--- config.mk ---
export PLATFORM = sky130hd
export DESIGN_NAME = us_dist_filter
export DESIGN_NICKNAME = d
export VERILOG_FILES = /design/src/rtl/us_dist_filter.sv
export SDC_FILE = /design/constraint.sdc
export NUM_CORES = 1
export LEC_CHECK = 0
export BUFFER_PORTS_ARGS = -buffer_cell sky130_fd_sc_hd__buf_2
export CORE_MARGIN = 1
export CORE_UTILIZATION = 40
export CTS_CLUSTER_SIZE = 40
export DETAILED_ROUTE_END_ITERATION = 8
export GPL_TIMING_DRIVEN = 0
export PLACE_DENSITY_LB_ADDON = 0.1
export SETUP_SLACK_MARGIN = 0.1
export SYNTH_ARGS = -nofsm -noshare
export SYNTH_HDL_FRONTEND = slang
export SYNTH_SLANG_ARGS = --single-unit
--- constraint.sdc ---
create_clock -name clk -period 6 [get_ports clk]
set_input_delay 0.6 -clock clk [delete_from_list [all_inputs] [get_ports clk]]
set_output_delay 0.6 -clock clk [all_outputs]
set_load 0.1 [all_outputs]
--- src/rtl/us_dist_filter.sv ---
// Per-channel EMA smoothing and stale tracking of HC-SR04 tick counts, with a snapshot that holds while tx_busy is high.
// Optional build macro US_FILT_SPIKE_REJECT_EN enables single-sample spike rejection.
module us_dist_filter #(
  parameter int unsigned NUM_CH      = 9,
  parameter int unsigned SHIFT       = 2,
  parameter int unsigned MAX_COUNT   = 3800,
  parameter int unsigned STALE_LIMIT = 4,
  parameter int unsigned SPIKE_LIMIT = 200
) (
  input  logic                 clk,
  input  logic                 rst,
  input  logic [16*NUM_CH-1:0] ticks,
  input  logic [NUM_CH-1:0]    valid,
  input  logic                 tx_busy,
  output logic [16*NUM_CH-1:0] dist_out,
  output logic [NUM_CH-1:0]    primed,
  output logic [NUM_CH-1:0]    stale,
  output logic                 update_pulse
);

  localparam int unsigned ACC_W = 16 + SHIFT;
  localparam int unsigned PW    = (NUM_CH > 1) ? $clog2(NUM_CH) : 1;

  logic [NUM_CH-1:0] valid_q, edge_det, pending, clr;
  logic [15:0]       sample [NUM_CH];
  logic [ACC_W-1:0]  acc    [NUM_CH];
  logic [3:0]        miss   [NUM_CH];
  logic [NUM_CH-1:0] primed_i, stale_i;
  logic [PW-1:0]     p;
  logic              dirty, proc, snap;

  logic [15:0]       s;
  logic [ACC_W-1:0]  acc_cur, acc_nxt;
  logic [3:0]        miss_nxt;
  logic              primed_nxt, stale_nxt;

`ifdef US_FILT_SPIKE_REJECT_EN
  logic [NUM_CH-1:0] spike;
  logic              spike_nxt;
  logic [15:0]       avg_cur, diff;
`endif

  assign edge_det = valid & ~valid_q;
  assign proc     = pending[p];
  assign snap     = dirty & ~tx_busy;

  // Only channel p is evaluated each cycle; its new state is written back on the next edge.
  always_comb begin
    s          = sample[p];
    acc_cur    = acc[p];
    acc_nxt    = acc_cur;
    miss_nxt   = miss[p];
    primed_nxt = primed_i[p];
    stale_nxt  = stale_i[p];
    clr        = '0;
    clr[p]     = proc;
`ifdef US_FILT_SPIKE_REJECT_EN
    spike_nxt  = 1'b0;
    avg_cur    = acc_cur[SHIFT +: 16];
    diff       = (s > avg_cur) ? (s - avg_cur) : (avg_cur - s);
`endif
    if (s >= 16'(MAX_COUNT)) begin
      if (miss[p] < 4'(STALE_LIMIT)) miss_nxt = miss[p] + 4'd1;
      if (miss_nxt == 4'(STALE_LIMIT)) begin
        stale_nxt  = 1'b1;
        primed_nxt = 1'b0;
      end
    end else if (!primed_i[p]) begin
      acc_nxt    = ACC_W'(s) << SHIFT;
      primed_nxt = 1'b1;
      miss_nxt   = '0;
      stale_nxt  = 1'b0;
`ifdef US_FILT_SPIKE_REJECT_EN
    end else if (diff > 16'(SPIKE_LIMIT)) begin
      if (!spike[p]) begin
        spike_nxt = 1'b1;
      end else begin
        acc_nxt   = ACC_W'(s) << SHIFT;
        miss_nxt  = '0;
        stale_nxt = 1'b0;
      end
`endif
    end else begin
      acc_nxt   = acc_cur + ACC_W'(s) - (acc_cur >> SHIFT);
      miss_nxt  = '0;
      stale_nxt = 1'b0;
    end
  end

  always_ff @(posedge clk) begin
    if (rst) begin
      valid_q      <= '0;
      pending      <= '0;
      primed_i     <= '0;
      stale_i      <= '0;
      p            <= '0;
      dirty        <= 1'b0;
      dist_out     <= '0;
      primed       <= '0;
      stale        <= '0;
      update_pulse <= 1'b0;
`ifdef US_FILT_SPIKE_REJECT_EN
      spike        <= '0;
`endif
      for (int unsigned i = 0; i < NUM_CH; i++) begin
        sample[i] <= '0;
        acc[i]    <= '0;
        miss[i]   <= '0;
      end
    end else begin
      valid_q <= valid;
      p       <= (p == PW'(NUM_CH - 1)) ? '0 : p + 1'b1;
      // A fresh edge on the channel being processed keeps it pending for the next pass.
      pending <= (pending & ~clr) | edge_det;
      for (int unsigned i = 0; i < NUM_CH; i++) begin
        if (edge_det[i]) sample[i] <= ticks[16*i +: 16];
      end
      if (proc) begin
        acc[p]      <= acc_nxt;
        miss[p]     <= miss_nxt;
        primed_i[p] <= primed_nxt;
        stale_i[p]  <= stale_nxt;
`ifdef US_FILT_SPIKE_REJECT_EN
        spike[p]    <= spike_nxt;
`endif
      end
      dirty        <= proc | (dirty & ~snap);
      update_pulse <= snap;
      if (snap) begin
        for (int unsigned i = 0; i < NUM_CH; i++) begin
          dist_out[16*i +: 16] <= acc[i][SHIFT +: 16];
        end
        primed <= primed_i;
        stale  <= stale_i;
      end
    end
  end

endmodule
# --- Yosys cells after proc, flatten, opt, wreduce, memory -nomap -nowiden ---
# Memory sizes are Yosys's and may differ from the RTL's. A register that Yosys moved wholly into a read port is not among the register bits.
# Index checks and enable logic that the tools add are counted.
totals:
  elab_cells: 115
  register_bits: 60
  output_inout_bits: 163
  ramBits: 342
  mem_count: 3
  inputBits: 156
op_classes:
  n_bitwise: 20
  reduce_logical: 4
  n_mux: 69
  order_cmp: 4
  eq_ne: 2
  addsub: 4
memory_table:
  columns: ["memory", "depth", "width", "read_ports", "rd_ports_with_merged_regs", "write_ports", "line_no", "source"]
  rows:
  - ["acc", 9, 18, 10, 10, 9, "26", "logic [ACC_W-1:0] acc [NUM_CH];"]
  - ["sample", 9, 16, 1, 1, 9, "25", "logic [15:0] sample [NUM_CH];"]
  - ["miss", 9, 4, 1, 1, 9, "27", "logic [3:0] miss [NUM_CH];"]
ops:
  columns: ["operator", "count"]
  rows:
  - ["16-bit two-way mux", 9]
  - ["18-bit two-way mux", 3]
  - ["1-bit two-way mux", 42]
  - ["4-bit two-way mux", 9]
  - ["9-bit AND", 3]
  - ["18-bit by 16-bit adder with 18-bit output", 1]
  - ["9-bit bitwise mux", 2]
  - ["9-bit inverter", 2]
  - ["18-bit OR reduction", 1]
  - ["18-bit by 16-bit subtractor with 18-bit output", 1]
  - ["16-bit by 12-bit >= comparator with 1-bit output, second input constant", 1]
  - ["1-bit binary-select mux with 4-bit select", 3]
  - ["1-bit bitwise OR", 10]
  - ["9-bit bitwise OR", 1]
  - ["4-bit by 1-bit adder with 4-bit output, second input constant", 2]
  - ["4-bit by 5-bit < comparator with 1-bit output, second input constant", 1]
  - ["1-bit demux with 4-bit select", 1]
  - ["4-bit by 3-bit == test with 1-bit output, second input constant", 1]
  - ["4-bit == test, second input constant", 1]
  - ["4-bit by 1-bit >= comparator with 1-bit output, second input constant", 1]
  - ["4-bit by 3-bit < comparator with 1-bit output, second input constant", 1]
  - ["4-bit OR reduction", 1]
  - ["1-bit AND", 2]
  - ["1-bit inverter", 2]
  - ["other kinds (2)", 2]

# --- Longest topological paths before layout ---
# Gate-level depths: netlist of the first run.
depth:
  word_depth: 8
  ltp_mapped: 21
  ltp_nobuf: 14

# --- Worst setup path after synthesis of the first run ---
# OpenSTA, ideal clock, no wires.
synth_path:
  kind: "reg2reg"
  from: "reg p[1]"
  to: "mem acc[10][8] (netlist name), data pin"
  required_ns: 5.709
  stages_incl_launch_ff: 17
  period_less_slack_ns: 5.377
  t_arrival_ns: 5.086
  slack_ns: 0.623
  path_cell_list: "dfxtp_1 buf_4 buf_2 buf_1 clkbuf_1 mux4_2 mux4_2 fa_1 inv_1 fa_1 a21o_1 a311oi_1 o21bai_1 a2111oi_0 a221oi_1 mux2i_2 inv_1"
synth_rtl:
  columns: ["item", "line_no", "source"]
  rows:
  - ["start: declaration", "29", "logic [PW-1:0] p;"]
  - ["start signal: assignment", "112", "p <= (p == PW'(NUM_CH - 1)) ? '0 : p + 1'b1;"]
  - ["end: declaration", "26", null]

==> summary.md, run 1 <==
| Metric | Value |
|---|---|
| Least-Margin Pin Slew | 1376 ps |
| Synth Area per Inst | 12.86 sq um |
| F_max | 173.4 MHz |
| Row count | 100 |
| Top cells by area, synth | edfxtp_1, dfxtp_1, mux4_2 |
| Arrival @ worst endpoint | 6210 ps |
| Critical path's largest stage delay | 600 ps |
| Clk root buf | clkbuf_16 |
| Fin area | 0.03615 sq mm |
| H-tree levels | 3 |
| Synth area leader | edfxtp_1 |
| Core ar. | 0.07445 sq mm |
| Cts bufs inserted | 76 |
| Clock sink count | 700 |
| Post-route setup slack | 234.1 ps |
| Syn Inst Count | 2340 |
| Sequential cell area | 0.01898 sq mm |
| Drt total wl | 102800 um |
| CP top delay family | buffers and inverters |
| Top-count cell post-synth | edfxtp_1 |
| Vias in the first global route | 21220 |
| TritonCTS clock tree | done |
| Outcome | finished clean |
| Mapped Area | 0.03010 sq mm |
| Kind of critical path | reg2reg |
| Reg2reg end | acc[10][17] |
| Share of layout cells above drive strength 1 | 23.65% |
| Largest family of logic cells by synthesized area | simple AND/OR/NAND/NOR gates |
| Pre-CTS setup slack | -1840 ps |
| Drt first pass iters | 5 |
| Adder-Cell Fraction of Synth Area | 2.020% |
| RSZ-0062 raised after global routing | yes |
| # diodes | 0 |
| CP endpoint kind | flop |
| PD cells | 373.2 mW/mm^2 |
| Bufs on Longest Clock Path | 3 |
| Endpoints failing hold | 0 |
| Nets | 3028 |
| GP Congestion | 0.9244 |
| Fin. max-slew vios | 0 |
| DRC | 0 |
| Total Power | 13.49 mW |
| First-pass GRT wire length | 147300 um |
| Peak VDD IR | 180.3 uV |
| Yosys reg bits | 700 |
| Ys async rst share | 0% |
| R2R Setup Slk | 230 ps |
| Post-synth top area share | 49.48% |
| DR vias/cell | 5.477 |
| Hold depth | 2 |
| CP bufs+invs | 5 |
| Reg-to-Reg Start | p[1] |
| # setup viols final | 0 |
| DRT iter0 DRCs | 1969 |
| Rel. slew slack | 8.184% |
| Minimum clock period | 5766 ps |
| Largest net degree at the start of global routing | 23 |
| Fillcell total | 6765 |
| CP cell instances | buf_6, buf_2, buf_2, mux4_2, mux4_2, fa_1, inv_1, ha_1, a21o_1, a21o_1, a41oi_1, o211ai_1, and3_2, o32a_1, clkbuf_4, nand2_1 |
| Synth Area in XOR/XNOR | 0.2909% |
| Post-synthesis mux area share | 11.32% |
| Layout Skew | 29.60 ps |
| WHS Endpoint | sample[8][11] |
| Hold Path Origin | ticks[139] |
| Post-synthesis simple-gate area fraction | 12.24% |
| Worst Path Required | 6450 ps |
| Die Y-Extent | 276.3 um |
| Post-DP Area | 0.03326 sq mm |
| Synth Area in Compound Gates | 7.361% |
| Worst skew pair latency | 640 ps |
| Synth top cells by count | edfxtp_1, nand2_1, a21oi_1, dfxtp_1, nor2_1 |
| Number of synthesized flops with an enable pin | 496 |
| IO Pins | 319 |
| Max cap viols | 0 |
| Synth Warn # | 0 |
| Synth cell types | 73 |
| Die Wd | 276.3 um |
| Post-synth top flop | edfxtp_1 |
| Slowest cell on crit path | mux4_2 |
| Worst setup SP type | flop |
| Per-cell routed wire length | 26.62 um |
| Initial Util | 40.44% |
| Total grt overflow | 0 |
| P&R area growth vs syn | 20.07% |
| Seq/Total Area, Yosys | 63.04% |
| Clock transition at the registers of the reported paths | 60 ps |
| Hold/Removal Path Class | in2reg |
| DRT antenna net count | 0 |
| Port bufs | 317 |
| Via total after detailed routing | 21150 |
| P_leak | 13.86 nW |
| Die area | 0.07636 sq mm |
| Dpl hpwl | 76210 um |
| Crit share post-route | 96.10% |
| Worst r2r path cells | 16 |
| Antenna violations before repair | 0 |
| Total GRT Usage | 26.77% |
| Multi-input gate area | 0.01049 sq mm |
| Critical path fanouts, max | 19 |
[through the flow]
step / std cells / utilization [%] / hold slack, ps / setup TNS (ps)
2_1_floorplan: 2427 / - / 441.1 / 0
3_3_place_gp: 3713 / 44.64 / 442.6 / -309110
3_5_place_dp: 3714 / 44.68 / 446.0 / -307610
4_1_cts: 3852 / 48.30 / 211.2 / 0
5_1_grt: 3861 / 48.55 / 246.2 / 0
6_report: 3861 / 48.55 / 244.9 / 0
[cell usage in the layout (no fill, tap or decap), types with 21 or more instances in the layout]
| cell type | count |
|---|---|
| a21oi_1 | 215 |
| a22o_1 | 21 |
| and2_1 | 149 |
| buf_2 | 335 |
| clkbuf_1 | 109 |
| clkbuf_16 | 79 |
| conb_1 | 88 |
| dfxtp_1 | 203 |
| edfxtp_1 | 496 |
| ha_1 | 23 |
| inv_1 | 103 |
| mux4_2 | 134 |
| nand2_1 | 371 |
| nand2b_1 | 22 |
| nor2_1 | 161 |
| nor3_1 | 23 |
[registers in the layout, summed over array words and instances, names as in the netlist]
name	flops
acc	288
update_pulse	1
primed	9
miss	64
stale	9
p	4
dist_out	144
pending	9
primed_i	9
valid_q	9
stale_i	9
sample	144
dirty	1
[logic make-up (layout without fill, tap and decap cells)]
kind of cell             Yosys count  in the layout
AND/OR/NAND/NOR                  807            807
flip-flops                       700            700
AO/OA/AOI/OAI                    356            356
buffers and inverters            258            723
multiplexers                     169            169
adder cells (fa/ha/maj)           39             39
XOR/XNOR                          10             10
other                              1             88
[final cells by class]
cell class                 count  area share [%]
sequential                   700           52.51
multi-input combinational   1469           29.02
clock buffer                 108           5.978
timing repair buffer         330           4.784
tap                          969           3.354
buffer                       153           2.437
inverter                     103           1.070
clock inverter                29          0.8480
[worst max path at each step]
stage	start	slack [ps]	depth (start not counted)	end
floorplan	p[1]	620	16	acc[10][8]
global placement	p[1]	-1860	16	acc[12][8]
detailed placement	p[1]	-1840	16	acc[14][8]
CTS	p[0]	100	19	acc[0][16]
global route	p[1]	60	16	acc[10][17]
finish	p[1]	230	16	acc[10][17]
[repair_timing]
| item | in CTS | in global routing |
|---|---|---|
| endpoints found under the hold margin | 0 | 0 |
| resized for setup | 58 | 39 |
| buffers inserted | 3 | 9 |
| pin swaps | 1 | 5 |
| setup endpoints to repair | 263 | 172 |
| hold buffers | 0 | 0 |
[where the power goes]
part | switching, mW | total [mW] | internal (mW)
clock network | 1.97 | 4.70 | 2.73
registers | 0.131 | 5.76 | 5.63
logic | 2.04 | 3.03 | 0.998
[layer usage]
metal / share of wire (%) / global-route usage [%] / vias to the layer above
met3: 7.2 / 3.828 / 143
li1: - / - / 9319
met5: 0 / 0 / -
met2: 48 / 44.64 / 924
met4: 2.2 / 6.861 / 0
met1: 42 / 36.72 / 10760
Note: power is estimated with default switching activity, not from simulation.
==> run 2: changes to the inputs <==
--- a/config.mk
+++ b/config.mk
@@ -12,6 +12,7 @@
 export DETAILED_ROUTE_END_ITERATION = 8
 export GPL_TIMING_DRIVEN = 0
 export PLACE_DENSITY_LB_ADDON = 0.1
+export RECOVER_POWER = 50
 export SETUP_SLACK_MARGIN = 0.1
 export SYNTH_ARGS = -nofsm -noshare
 export SYNTH_HDL_FRONTEND = slang
==> summary.md, run 2 (synthesis results as in run 1) <==
| Metric | Value |
|---|---|
| P&R area growth vs syn | 19.40% (was 20.07%) |
| Minimum clock period | 5772 ps (was 5766 ps) |
| Reg2reg end | acc[10][17] (unchanged) |
| P_leak | 13.07 nW (was 13.86 nW) |
| Most common cell after layout, fill and taps aside | edfxtp_1 (unchanged) |
| DRT antenna net count | 0 (unchanged) |
| Port bufs | 317 (unchanged) |
| Worst r2r path cells | 16 (unchanged) |
| PD cells | 374.8 mW/mm^2 (was 373.2 mW/mm^2) |
| RSZ-0062 raised after global routing | yes (unchanged) |
| Row count | 100 (unchanged) |
| Core ar. | 0.07445 sq mm (unchanged) |
| Bufs on Longest Clock Path | 3 (unchanged) |
| F_max | 173.2 MHz (was 173.4 MHz) |
| Nets | 3028 (unchanged) |
| Layout Skew | 27.68 ps (was 29.60 ps) |
| Antenna violations before repair | 0 (unchanged) |
| IO Pins | 319 (unchanged) |
| H-tree levels | 3 (unchanged) |
| Fin. max-slew vios | 0 (unchanged) |
| Post-route setup slack | 227.7 ps (was 234.1 ps) |
| Per-cell routed wire length | 26.64 um (was 26.62 um) |
| R2R Setup Slk | 230 ps (about the same) |
| Worst Path Required | 6450 ps (about the same) |
| Via total after detailed routing | 21150 (about the same) |
| CP startpoint | p[1] (unchanged) |
| Placed cell count | 3714 (unchanged) |
| # setup viols final | 0 (unchanged) |
| Arrival @ worst endpoint | 6220 ps (was 6210 ps) |
| Max reg flops | 288 (unchanged) |
| Clk root buf | clkbuf_16 (unchanged) |
| Fillcell total | 6847 (was 6765) |
| Drt total wl | 102900 um (was 102800 um) |
| Largest regs | acc x288, dist_out x144, sample x144 (unchanged) |
| Share of layout cells above drive strength 1 | 18.02% (was 23.65%) |
| Worst skew pair latency | 640 ps (about the same) |
| Die Wd | 276.3 um (unchanged) |
| Cts bufs inserted | 76 (unchanged) |
| CTS Hold Bufs | 0 (unchanged) |
| Fin area | 0.03594 sq mm (was 0.03615 sq mm) |
| Fin cells | 3861 (unchanged) |
| Worst setup SP type | flop (unchanged) |
| CP Capture Point | acc[10][17] (unchanged) |
| CP endpoint kind | flop (unchanged) |
| GP Congestion | 0.9244 (unchanged) |
| DR vias/cell | 5.478 (was 5.477) |
| Crit share post-route | 96.20% (was 96.10%) |
| Peak VDD IR | 178.8 uV (was 180.3 uV) |
| DRC | 0 (unchanged) |
| Total grt overflow | 0 (unchanged) |
| TritonCTS clock tree | done (unchanged) |
| Kind of critical path | reg2reg (unchanged) |
| Vias in the first global route | 21220 (unchanged) |
| Endpoints failing hold | 0 (unchanged) |
| Most frequent cells in the layout | edfxtp_1, nand2_1, clkbuf_1 (was edfxtp_1, nand2_1, buf_2) |
| Die Y-Extent | 276.3 um (unchanged) |
| First-pass GRT wire length | 147300 um (unchanged) |
| Rel. slew slack | 7.505% (was 8.184%) |
| Hold Path Origin | ticks[63] (was ticks[139]) |
| Initial Util | 40.44% (unchanged) |
| Hold/Removal Path Class | in2reg (unchanged) |
| Least-Margin Pin Slew | 1386 ps (was 1376 ps) |
| Total GRT Usage | 26.77% (unchanged) |
| Critical path fanouts, max | 19 (unchanged) |
| Outcome | finished clean (unchanged) |
| Drt first pass iters | 5 (unchanged) |
| Clock sink count | 700 (unchanged) |
| Biggest register | acc (unchanged) |
| Multi-input gate area | 0.01049 sq mm (unchanged) |
| Clock transition at the registers of the reported paths | 60 ps (about the same) |
| Reg-to-Reg Start | p[1] (unchanged) |
| Dpl hpwl | 76210 um (unchanged) |
| Post-DP Area | 0.03326 sq mm (unchanged) |
| DRT iter0 DRCs | 2050 (was 1969) |
| Die area | 0.07636 sq mm (unchanged) |
| Pre-CTS setup slack | -1840 ps (unchanged) |
| Sequential cell area | 0.01898 sq mm (unchanged) |
| Max cap viols | 0 (unchanged) |
| # diodes | 0 (unchanged) |
| Largest net degree at the start of global routing | 23 (unchanged) |
-- run 2: where the power goes --
part	switching (mW)	internal (mW)
sequential	0.132	5.63
clock	1.96	2.73
combinational	2.04	0.985
-- run 2: how the worst min path moves through the flow --
stage | endpoint | slack [ps] | cells past startpoint
final | sample[3][15] | 250 | 2
after global routing | sample[3][15] | 250 | 2
after CTS | sample[8][11] | 210 | 2
after detailed placement | dist_out[81] | 450 | 2
after global placement | dist_out[128] | 440 | 2
after floorplan | primed_i[8] | 440 | 2
-- run 2: timing repair --
action                     4_1_cts  5_1_grt
pin swaps                        1        5
setup endpoints to repair      263      172
gates resized for setup         58       39
buffers inserted                 3        9
-- run 2: metrics by stage --
step / hold slack [ps] / utilization, % / power [mW] / setup TNS, ps
after floorplan: 441.1 / - / 7.782 / 0
after global placement: 442.6 / 44.64 / 8.655 / -309110
after detailed placement: 446.0 / 44.68 / 8.703 / -307610
after CTS: 211.2 / 48.30 / 13.44 / 0
after global routing: 247.5 / 48.28 / 13.95 / 0
final: 245.1 / 48.28 / 13.47 / 0
-- run 2: layout make-up --
cell class,count,share of cell area (%)
timing repair buffer,330,4.243
clock buffer,108,6.012
sequential,700,52.80
buffer,153,2.451
clock inverter,29,0.8529
multi-input combinational,1469,29.19
inverter,103,1.076
tap,969,3.373
-- run 2: routing by layer --
layer	vias up	track usage, %	routed length (um)
met3	135	3.828	7368
met4	0	6.861	2312
li1	9333	-	-
met1	10710	36.72	43540
met2	975	44.64	49640
met5	-	0	0
-- run 2: worst max-delay path: stages, from the launching register on --
cell and delay [ps]:
dfxtp_2 410, buf_6 310, buf_2 420, buf_2 500
mux4_2 400, mux4_2 600, fa_1 580, inv_1 50
ha_1 350, a21o_1 220, a21o_1 210, a41oi_1 280
o211ai_1 190, and3_2 270, o32a_1 350, clkbuf_4 210
nand2_1 210
